File: src/rtl/adsr_env_if.sv
// Note/parameter inputs and envelope outputs between the key decoder, the
// ADSR sequencer and the synthesizer voice.
interface adsr_env_if #(
  parameter int PHASE_BITS = 32,
  parameter int VOL_WIDTH  = 9
);
  logic                  sample_tick_in;
  logic                  note_on_in;
  logic                  note_off_in;
  logic [PHASE_BITS-1:0] phase_incr_in;
  logic [7:0]            attack_rate_in;
  logic [7:0]            decay_rate_in;
  logic [VOL_WIDTH-1:0]  sustain_lvl_in;
  logic [7:0]            release_rate_in;
  logic [VOL_WIDTH-1:0]  vol_out;
  logic [PHASE_BITS-1:0] phase_incr_out;
  logic                  active_out;
  logic [2:0]            state_out;

  modport master (
    output sample_tick_in, note_on_in, note_off_in, phase_incr_in,
           attack_rate_in, decay_rate_in, sustain_lvl_in, release_rate_in,
    input  vol_out, phase_incr_out, active_out, state_out
  );

  modport slave (
    input  sample_tick_in, note_on_in, note_off_in, phase_incr_in,
           attack_rate_in, decay_rate_in, sustain_lvl_in, release_rate_in,
    output vol_out, phase_incr_out, active_out, state_out
  );
endinterface

File: src/rtl/adsr_envelope_ctrl.sv
// Per-voice ADSR envelope sequencer: note events latch pitch and step the FSM,
// volume moves once per sample tick. ENV_EXP_RELEASE_EN selects exponential release.
module adsr_envelope_ctrl #(
  parameter int PHASE_BITS = 32,
  parameter int VOL_WIDTH  = 9,
  parameter int VOL_MAX    = 256
) (
  input  logic        clk_in,
  input  logic        rst_n_in,
  adsr_env_if.slave   env
);
  typedef enum logic [2:0] {
    IDLE    = 3'd0,
    ATTACK  = 3'd1,
    DECAY   = 3'd2,
    SUSTAIN = 3'd3,
    RELEASE = 3'd4
  } state_t;

  localparam int W = VOL_WIDTH + 1;
  typedef logic [W-1:0] wv_t;
  localparam wv_t VMAX_W = wv_t'(VOL_MAX);
  localparam logic [VOL_WIDTH-1:0] VMAX = VOL_WIDTH'(VOL_MAX);

  state_t                state, state_n;
  logic [VOL_WIDTH-1:0]  vol, vol_n;
  logic [PHASE_BITS-1:0] phase, phase_n;
  logic                  active;

  wv_t vol_w, sus_w, s_clamp, att_sum, dec_floor, rel_step;
  logic rel_instant;

  // One extra bit of headroom so sums and differences can be compared without wrapping.
  assign vol_w     = {1'b0, vol};
  assign sus_w     = {1'b0, env.sustain_lvl_in};
  assign s_clamp   = (sus_w > VMAX_W) ? VMAX_W : sus_w;
  assign att_sum   = vol_w + wv_t'(env.attack_rate_in);
  assign dec_floor = s_clamp + wv_t'(env.decay_rate_in);

`ifdef ENV_EXP_RELEASE_EN
  wv_t exp_step;
  assign exp_step    = vol_w >> env.release_rate_in[2:0];
  assign rel_step    = (exp_step == '0) ? wv_t'(1) : exp_step;
  assign rel_instant = (env.release_rate_in[2:0] == 3'd0);
`else
  assign rel_step    = wv_t'(env.release_rate_in);
  assign rel_instant = (env.release_rate_in == 8'd0);
`endif

  always_comb begin
    state_n = state;
    vol_n   = vol;
    phase_n = phase;
    if (env.note_on_in) begin
      // legato retrigger: volume is kept so there is no click
      state_n = ATTACK;
      phase_n = env.phase_incr_in;
    end else if (env.note_off_in) begin
      if (state == ATTACK || state == DECAY || state == SUSTAIN) state_n = RELEASE;
    end else if (env.sample_tick_in) begin
      case (state)
        IDLE: vol_n = '0;
        ATTACK:
          if (env.attack_rate_in == 8'd0 || att_sum >= VMAX_W) begin
            vol_n   = VMAX;
            state_n = DECAY;
          end else begin
            vol_n = VOL_WIDTH'(att_sum);
          end
        DECAY:
          if (env.decay_rate_in == 8'd0 || vol_w <= dec_floor) begin
            vol_n   = VOL_WIDTH'(s_clamp);
            state_n = SUSTAIN;
          end else begin
            vol_n = VOL_WIDTH'(vol_w - wv_t'(env.decay_rate_in));
          end
        SUSTAIN: vol_n = VOL_WIDTH'(s_clamp);
        RELEASE:
          if (rel_instant || rel_step >= vol_w) begin
            vol_n   = '0;
            state_n = IDLE;
          end else begin
            vol_n = VOL_WIDTH'(vol_w - rel_step);
          end
        default: begin
          vol_n   = '0;
          state_n = IDLE;
        end
      endcase
    end
  end

  always_ff @(posedge clk_in or negedge rst_n_in) begin
    if (!rst_n_in) begin
      state  <= IDLE;
      vol    <= '0;
      phase  <= '0;
      active <= 1'b0;
    end else begin
      state  <= state_n;
      vol    <= vol_n;
      phase  <= phase_n;
      active <= (state_n != IDLE);
    end
  end

  assign env.vol_out        = vol;
  assign env.phase_incr_out = phase;
  assign env.active_out     = active;
  assign env.state_out      = state;
endmodule
File: src/flat_wrapper.sv
// flat-port wrapper written by rule: the top's interface ports become plain ports
module adsr_envelope_ctrl_flat 
#(
  parameter int PHASE_BITS = 32,
  parameter int VOL_WIDTH  = 9,
  parameter int VOL_MAX    = 256
)
  (clk_in, rst_n_in, env_sample_tick_in, env_note_on_in, env_note_off_in, env_phase_incr_in, env_attack_rate_in, env_decay_rate_in, env_sustain_lvl_in, env_release_rate_in, env_vol_out, env_phase_incr_out, env_active_out, env_state_out);
  adsr_env_if #(.PHASE_BITS(PHASE_BITS), .VOL_WIDTH(VOL_WIDTH)) env_i ();
  input  logic clk_in;
  input  logic rst_n_in;
  input wire logic [$bits(env_i.sample_tick_in)-1:0] env_sample_tick_in;
  input wire logic [$bits(env_i.note_on_in)-1:0] env_note_on_in;
  input wire logic [$bits(env_i.note_off_in)-1:0] env_note_off_in;
  input wire logic [$bits(env_i.phase_incr_in)-1:0] env_phase_incr_in;
  input wire logic [$bits(env_i.attack_rate_in)-1:0] env_attack_rate_in;
  input wire logic [$bits(env_i.decay_rate_in)-1:0] env_decay_rate_in;
  input wire logic [$bits(env_i.sustain_lvl_in)-1:0] env_sustain_lvl_in;
  input wire logic [$bits(env_i.release_rate_in)-1:0] env_release_rate_in;
  output wire logic [$bits(env_i.vol_out)-1:0] env_vol_out;
  output wire logic [$bits(env_i.phase_incr_out)-1:0] env_phase_incr_out;
  output wire logic [$bits(env_i.active_out)-1:0] env_active_out;
  output wire logic [$bits(env_i.state_out)-1:0] env_state_out;
  assign env_i.sample_tick_in = env_sample_tick_in;
  assign env_i.note_on_in = env_note_on_in;
  assign env_i.note_off_in = env_note_off_in;
  assign env_i.phase_incr_in = env_phase_incr_in;
  assign env_i.attack_rate_in = env_attack_rate_in;
  assign env_i.decay_rate_in = env_decay_rate_in;
  assign env_i.sustain_lvl_in = env_sustain_lvl_in;
  assign env_i.release_rate_in = env_release_rate_in;
  assign env_vol_out = env_i.vol_out;
  assign env_phase_incr_out = env_i.phase_incr_out;
  assign env_active_out = env_i.active_out;
  assign env_state_out = env_i.state_out;
  adsr_envelope_ctrl #(.PHASE_BITS(PHASE_BITS), .VOL_WIDTH(VOL_WIDTH), .VOL_MAX(VOL_MAX)) u_core (.clk_in(clk_in), .rst_n_in(rst_n_in), .env(env_i));
endmodule
File: config.mk
export PLATFORM = sky130hd
export DESIGN_NAME = adsr_envelope_ctrl_flat
export DESIGN_NICKNAME = d
export VERILOG_FILES = /design/src/rtl/adsr_env_if.sv /design/src/rtl/adsr_envelope_ctrl.sv /design/src/flat_wrapper.sv
export SDC_FILE = /design/constraint.sdc
export NUM_CORES = 1
export LEC_CHECK = 0
export BUFFER_PORTS_ARGS = -buffer_cell sky130_fd_sc_hd__buf_2
export CAP_MARGIN = 20
export CORE_AREA = 4 4 93 95
export CTS_CLUSTER_SIZE = 40
export DETAILED_ROUTE_END_ITERATION = 16
export DIE_AREA = 0 0 97 99
export GPL_TIMING_DRIVEN = 0
export PLACE_DENSITY = 0.75
export SLEW_MARGIN = 20
export SYNTH_ARGS = -nofsm -noshare
export SYNTH_HDL_FRONTEND = slang
export SYNTH_SLANG_ARGS = --single-unit
File: constraint.sdc
create_clock -name clk_in -period 3.61 [get_ports clk_in]
set_input_delay 0 -clock clk_in [delete_from_list [all_inputs] [get_ports clk_in]]
set_output_delay 0 -clock clk_in [all_outputs]
set_load 0.02 [all_outputs]
After elaboration in Yosys (flattened, before gate mapping):

Cells that the tools add are included.

* add/sub/neg operators: 4
* muxes and demuxes: 13
* reductions and logical operators: 12
* order comparisons: 4
* eq/ne operators: 4
* bitwise gates (word level): 2

Operator list (number)
* 2-to-1 mux 9 bit: 4
* one-hot mux 9 bit (4 select lines): 1
* zero test 8 bit: 3
* 2-to-1 mux 3 bit: 7
* subtractor 9 x 8 -> 9 bit: 2
* one-hot mux 3 bit (4 select lines): 1
* adder 10 x 8 -> 10 bit: 1
* adder 9 x 8 -> 10 bit: 1
* greater-or-equal comparator 10 x 9 -> 1 bit, second input constant: 1
* <= comparator 9 x 10 -> 1 bit: 1
* greater-or-equal comparator 8 x 9 -> 1 bit: 1
* greater-than comparator 9 bit, second input constant: 1
* == test 3 x 2 -> 1 bit, second input constant: 2
* logical OR 1 bit: 5
* == test 3 x 1 -> 1 bit, second input constant: 1
* == test 3 bit, second input constant: 1
* zero test 3 bit: 1
* AND reduction 3 bit: 1
* nonzero test 3 bit: 1
* NOT 1 bit: 2
* OR reduction 2 bit: 1

* flip-flop bits (word level): 45
* output and inout bits: 45
* input bits: 70
* word-level logic and storage cells: 43

Longest topological paths before layout:

* depth in word-level cells: 11
* depth in mapped cells: 18
* depth with buffers taken out: 17

Worst setup path before layout:

Ideal clock, no wire load.

* path kind: input to register
* start point: in env_sustain_lvl_in[0]
* end point: reg u_core.vol[1] (netlist: u_core.env.vol_out[1])
* required time: 3.492 ns
* slack: 0.132 ns
* library setup time: 0.118 ns
* arrival time: 3.360 ns
* stages: 17
* cell sequence: nor2b_1 > ha_1 > fa_1 > a21o_1 > a21oi_1 > o21bai_1 > a21oi_1 > o21ai_0 > xnor2_1 > ha_1 > nand3_1 > nor3_1 > a21o_1 > nor4_4 > a31oi_2 > a221o_1 > a21o_1

* word-level cells in the longest chain between the ends: 7

Ends and longest elaborated chain
* start, declared: line flat_wrapper.sv:18 `input wire logic [$bits(env_i.sustain_lvl_in)-1:0] env_sustain_lvl_in;`
* greater-than comparator 9 bit: line adsr_envelope_ctrl.sv:36 `assign s_clamp = (sus_w > VMAX_W) ? VMAX_W : sus_w;`
* 2-to-1 mux 9 bit *: line adsr_envelope_ctrl.sv:36
* adder 10 x 8 -> 10 bit: line adsr_envelope_ctrl.sv:38 `assign dec_floor = s_clamp + wv_t'(env.decay_rate_in);`
* <= comparator 9 x 10 -> 1 bit: line adsr_envelope_ctrl.sv:71 `if (env.decay_rate_in == 8'd0 || vol_w <= dec_floor) begin`
* logical OR 1 bit: line adsr_envelope_ctrl.sv:71
* 2-to-1 mux 9 bit: line adsr_envelope_ctrl.sv:71
* one-hot mux 9 bit (4 select lines) *: line adsr_envelope_ctrl.sv:61 `case (state)`
* end signal, assigned: line adsr_envelope_ctrl.sv:101 `vol <= vol_n;`
* end, declared: line adsr_envelope_ctrl.sv:26 `logic [VOL_WIDTH-1:0] vol, vol_n;`

Mark *: on every way between the ends. The rest lies on a longest branch, timed or not.
A chain may end at the register's enable or synchronous reset.

Worst setup path in the final report:

* start point: in env_sustain_lvl_in[0]
* end point: reg u_core.vol[6] (netlist: u_core.env.vol_out[6])

Same word-level chain as after synthesis.

==> impl_metrics.env <==
export IMPL_outcome="complete, no violations"
export IMPL_detail_routed_net_length_per_standard_cell_um=17.0
export IMPL_min_delay_path_class="in2reg"
export IMPL_postSynthNetCount=516
export IMPL_grt_use_total=0.230
export IMPL_cell_internal_pwr_w=0.00125
export IMPL_ys_warnings=0
export IMPL_grt_ovfl_total=0
export IMPL_grt_antenna_before_repair=0
export IMPL_syn2layout_area_growth_pct=31.8
export IMPL_cts_tree="done"
export IMPL_io_pins=115
export IMPL_dp_hpwl_mm=8.65
export IMPL_vdd_drop_max_uv=218
export IMPL_drt_iter0_drc=230
export IMPL_cts_path_max_buffers=2
export IMPL_cts_buffers=5
export IMPL_final_setup_tns_ns=0
export IMPL_drt_drc_violations_left=0
export IMPL_share_of_synthesized_area_occupied_by_flip_flops_and_latches=0.294
export IMPL_finalCriticalPeriod_ns=3.43
export IMPL_drt_first_pass_iters=6
export IMPL_drv_slew=0
export IMPL_number_of_synthesized_register_bits=45
export IMPL_synthArstFlopShare=1.00
export IMPL_placed_area_um2=4520
export IMPL_clock_tree_htree_level_count=2
export IMPL_crit_path_end_kind="register"
export IMPL_max_transition_margin=0.593
export IMPL_cts_reportedPaths_clkPinSlew_ns=0.09
export IMPL_detailroute_via_count=3762
export IMPL_setup_violations=0
export IMPL_worstMarginPinSlew_ns=0.608
export IMPL_fp_row_count=32
export IMPL_synthesis_area_um2=3830
export IMPL_fillCellCount=647
export IMPL_post_route_period_util=0.950
export IMPL_power_switching_fraction=0.405
export IMPL_clock_insertion_delay_worst_skew_ns=0.30
export IMPL_placement_io_buffers=113
export IMPL_die_height_um=99
export IMPL_clk_root_buffer_cell="sky130_fd_sc_hd__clkbuf_8"
export IMPL_power_share_sequential=0.308
export IMPL_coreArea_um2=7730
export IMPL_antenna_cells=0
export IMPL_finalInstanceArea_um2=5040
export IMPL_hold_violations=0
export IMPL_synth_top_cells_by_area="sky130_fd_sc_hd__dfrtp_1 29%, sky130_fd_sc_hd__ha_1 13%, sky130_fd_sc_hd__mux2_2 9.4%"
export IMPL_yosys_top_cells_count="45 x sky130_fd_sc_hd__dfrtp_1, 41 x sky130_fd_sc_hd__ha_1, 32 x sky130_fd_sc_hd__mux2_2"
export IMPL_dominantRegCellSynth="sky130_fd_sc_hd__dfrtp_1"
export IMPL_nets=671
export IMPL_synth_enable_flop_cells=0
export IMPL_timing_fmax_mhz=291
export IMPL_comb_power_share=0.499
export IMPL_leakage_power_total_nw=2.41
export IMPL_p_clk_frac=0.193
export IMPL_starting_utilization_of_the_core_area=0.495
export IMPL_detail_route_antenna_nets=0
export IMPL_crit_arrival_ns=3.64
export IMPL_clock_skew_ns=0.00820
export IMPL_die_area_um2=9600
export IMPL_grt_max_degree=46
export IMPL_synth_top_area_cell="sky130_fd_sc_hd__dfrtp_1"
export IMPL_setup_worst_path_start_class="input port"
export IMPL_grt_pass1_vias=3861
export IMPL_fraction_of_final_layout_cells_sized_beyond_drive_strength_1=0.330
export IMPL_cts_sink_count=45
export IMPL_postRouteWirelength_mm=11.2
export IMPL_yosys_area_top_type_share=0.294
export IMPL_wire_length_of_the_first_global_routing_pass_mm=18.5
export IMPL_power_density_nw_per_um2=416
export IMPL_synth_area_per_cell_um2=9.54
export IMPL_detail_route_vias_per_cell=5.71
export IMPL_timing_worst_setup_path_type="in2reg"
export IMPL_yosys_cell_count_top_type="sky130_fd_sc_hd__dfrtp_1"
export IMPL_place_gp_congestion=0.923
export IMPL_crit_path_max_fanout=6
export IMPL_fp_dieW_um=97
export IMPL_post_synth_inst_count=401
export IMPL_post_synth_num_cell_types=64
export IMPL_switching_power_w=0.000850
export IMPL_cp_required_ns=3.82
export IMPL_timing_max_cap_violations=0
## kinds of logic after synthesis
| logic type | count (synthesis) | share of synthesized area |
|---|---|---|
| AO/OA/AOI/OAI | 114 | 0.211 |
| buffers and inverters | 36 | 0.0356 |
| adder cells (fa/ha/maj) | 45 | 0.155 |
| AND/OR/NAND/NOR | 108 | 0.162 |
| multiplexers | 32 | 0.0941 |
| flip-flops | 45 | 0.294 |
| XOR/XNOR | 21 | 0.0481 |
## repair_timing
action | CTS | global route
gates cloned | 0 | 0
hold buffers | 33 | 0
gates resized for setup | 5 | 13
endpoints found under the setup margin | 11 | 11
hold endpoints to repair | 77 | 0
pin swaps | 1 | 4
buffers inserted | 1 | 1
## critical path, cell delays in order
cell and delay (ns):
sky130_fd_sc_hd__buf_2 0.10, sky130_fd_sc_hd__nor2b_1 0.17, sky130_fd_sc_hd__ha_1 0.24, sky130_fd_sc_hd__fa_1 0.41, sky130_fd_sc_hd__a21o_1 0.20, sky130_fd_sc_hd__a21oi_2 0.17, sky130_fd_sc_hd__o21bai_1 0.10, sky130_fd_sc_hd__a21oi_2 0.17
sky130_fd_sc_hd__o21ai_0 0.13, sky130_fd_sc_hd__xnor2_1 0.15, sky130_fd_sc_hd__ha_1 0.32, sky130_fd_sc_hd__nand3_2 0.11, sky130_fd_sc_hd__nor3_2 0.05, sky130_fd_sc_hd__a21o_1 0.19, sky130_fd_sc_hd__nor4_4 0.33, sky130_fd_sc_hd__buf_4 0.23
sky130_fd_sc_hd__and3_4 0.22, sky130_fd_sc_hd__a32oi_1 0.12, sky130_fd_sc_hd__o211ai_1 0.22
## cell usage in the layout (no fill, tap or decap), types with 4 or more instances in the layout
cell type and count:
sky130_fd_sc_hd__nand4_1 4, sky130_fd_sc_hd__a21o_1 10, sky130_fd_sc_hd__nand3_1 4, sky130_fd_sc_hd__a22oi_1 5, sky130_fd_sc_hd__buf_2 112, sky130_fd_sc_hd__nand2_1 22, sky130_fd_sc_hd__nor4_1 6, sky130_fd_sc_hd__a211oi_1 7
sky130_fd_sc_hd__dlygate4sd3_1 33, sky130_fd_sc_hd__a21oi_1 24, sky130_fd_sc_hd__o21a_1 5, sky130_fd_sc_hd__nor2_1 22, sky130_fd_sc_hd__nor2b_1 8, sky130_fd_sc_hd__inv_1 26, sky130_fd_sc_hd__mux2_2 32, sky130_fd_sc_hd__xor2_1 8
sky130_fd_sc_hd__dfrtp_1 45, sky130_fd_sc_hd__clkbuf_8 6, sky130_fd_sc_hd__o21ai_0 16, sky130_fd_sc_hd__fa_1 4, sky130_fd_sc_hd__nand2b_1 9, sky130_fd_sc_hd__nor3_1 9, sky130_fd_sc_hd__a21oi_2 5, sky130_fd_sc_hd__o21ai_1 7
sky130_fd_sc_hd__ha_1 41, sky130_fd_sc_hd__xnor2_1 13, sky130_fd_sc_hd__clkbuf_1 5
## final timing paths
check | cells after the start | slack, ns | end | from
max | 19 | 0.18 | u_core.env.vol_out[6] | env_sustain_lvl_in[0]
min | 3 | 0.03 | u_core.env.state_out[0] | env_note_off_in
min in group asynchronous | 2 | 0.24 | u_core.env.phase_incr_out[0] | rst_n_in
min reg2reg | 1 | 0.50 | u_core.env.phase_incr_out[26] | u_core.env.phase_incr_out[26]
max in group asynchronous | 2 | 2.98 | u_core.env.phase_incr_out[13] | rst_n_in
max reg2reg | 8 | 0.82 | u_core.env.vol_out[1] | u_core.env.vol_out[1]
## area by class of cell
class / instances / area [µm²] / area share
multi-input cells: 320 / 2610 / 0.518
inverters: 26 / 97.6 / 0.0193
clock inverters: 2 / 37.5 / 0.00744
plain buffers: 10 / 46.3 / 0.00918
clock buffers: 6 / 82.6 / 0.0164
repair buffers: 148 / 916 / 0.182
well taps: 102 / 128 / 0.0253
flip-flops and latches: 45 / 1130 / 0.223
## power groups by stage
stage | clock network (W) | registers (W) | logic [W]
after floorplan | 0 | 0.000709 | 0.000639
after global placement | 0 | 0.000651 | 0.000948
after detailed placement | 0 | 0.000655 | 0.000982
after CTS | 0.000409 | 0.000645 | 0.00102
after global routing | 0.000431 | 0.000657 | 0.00116
final | 0.000404 | 0.000647 | 0.00105
## through the flow
stage	total power (W)	utilization	cells	setup WS, ns	hold WS (ns)
final	0.00210	0.653	659	0.179	0.0298
after global placement	0.00160	0.585	616	-0.631	0.210
after floorplan	0.00135	-	401	0.132	-0.296
after detailed placement	0.00164	0.585	616	-0.707	0.226
after global routing	0.00225	0.653	659	-0.00458	0.0513
after CTS	0.00207	0.647	658	0.00367	0.0171
## per-layer routing
layer / track usage / share of wire / vias to the layer above / routed length (µm)
li1: - / - / 1798 / -
met1: 0.286 / 0.40 / 1792 / 4510
met2: 0.420 / 0.52 / 147 / 5820
met3: 0.0262 / 0.056 / 25 / 630
met4: 0.0680 / 0.020 / 0 / 220
met5: 0 / 0 / - / 0
## registers in the layout, indices dropped and copies added (netlist names)
name / flops
u_core.env.vol_out: 9
u_core.env.state_out: 3
u_core.env.phase_incr_out: 32
u_core.env.active_out: 1
Note: power is estimated with default switching activity, not from simulation.
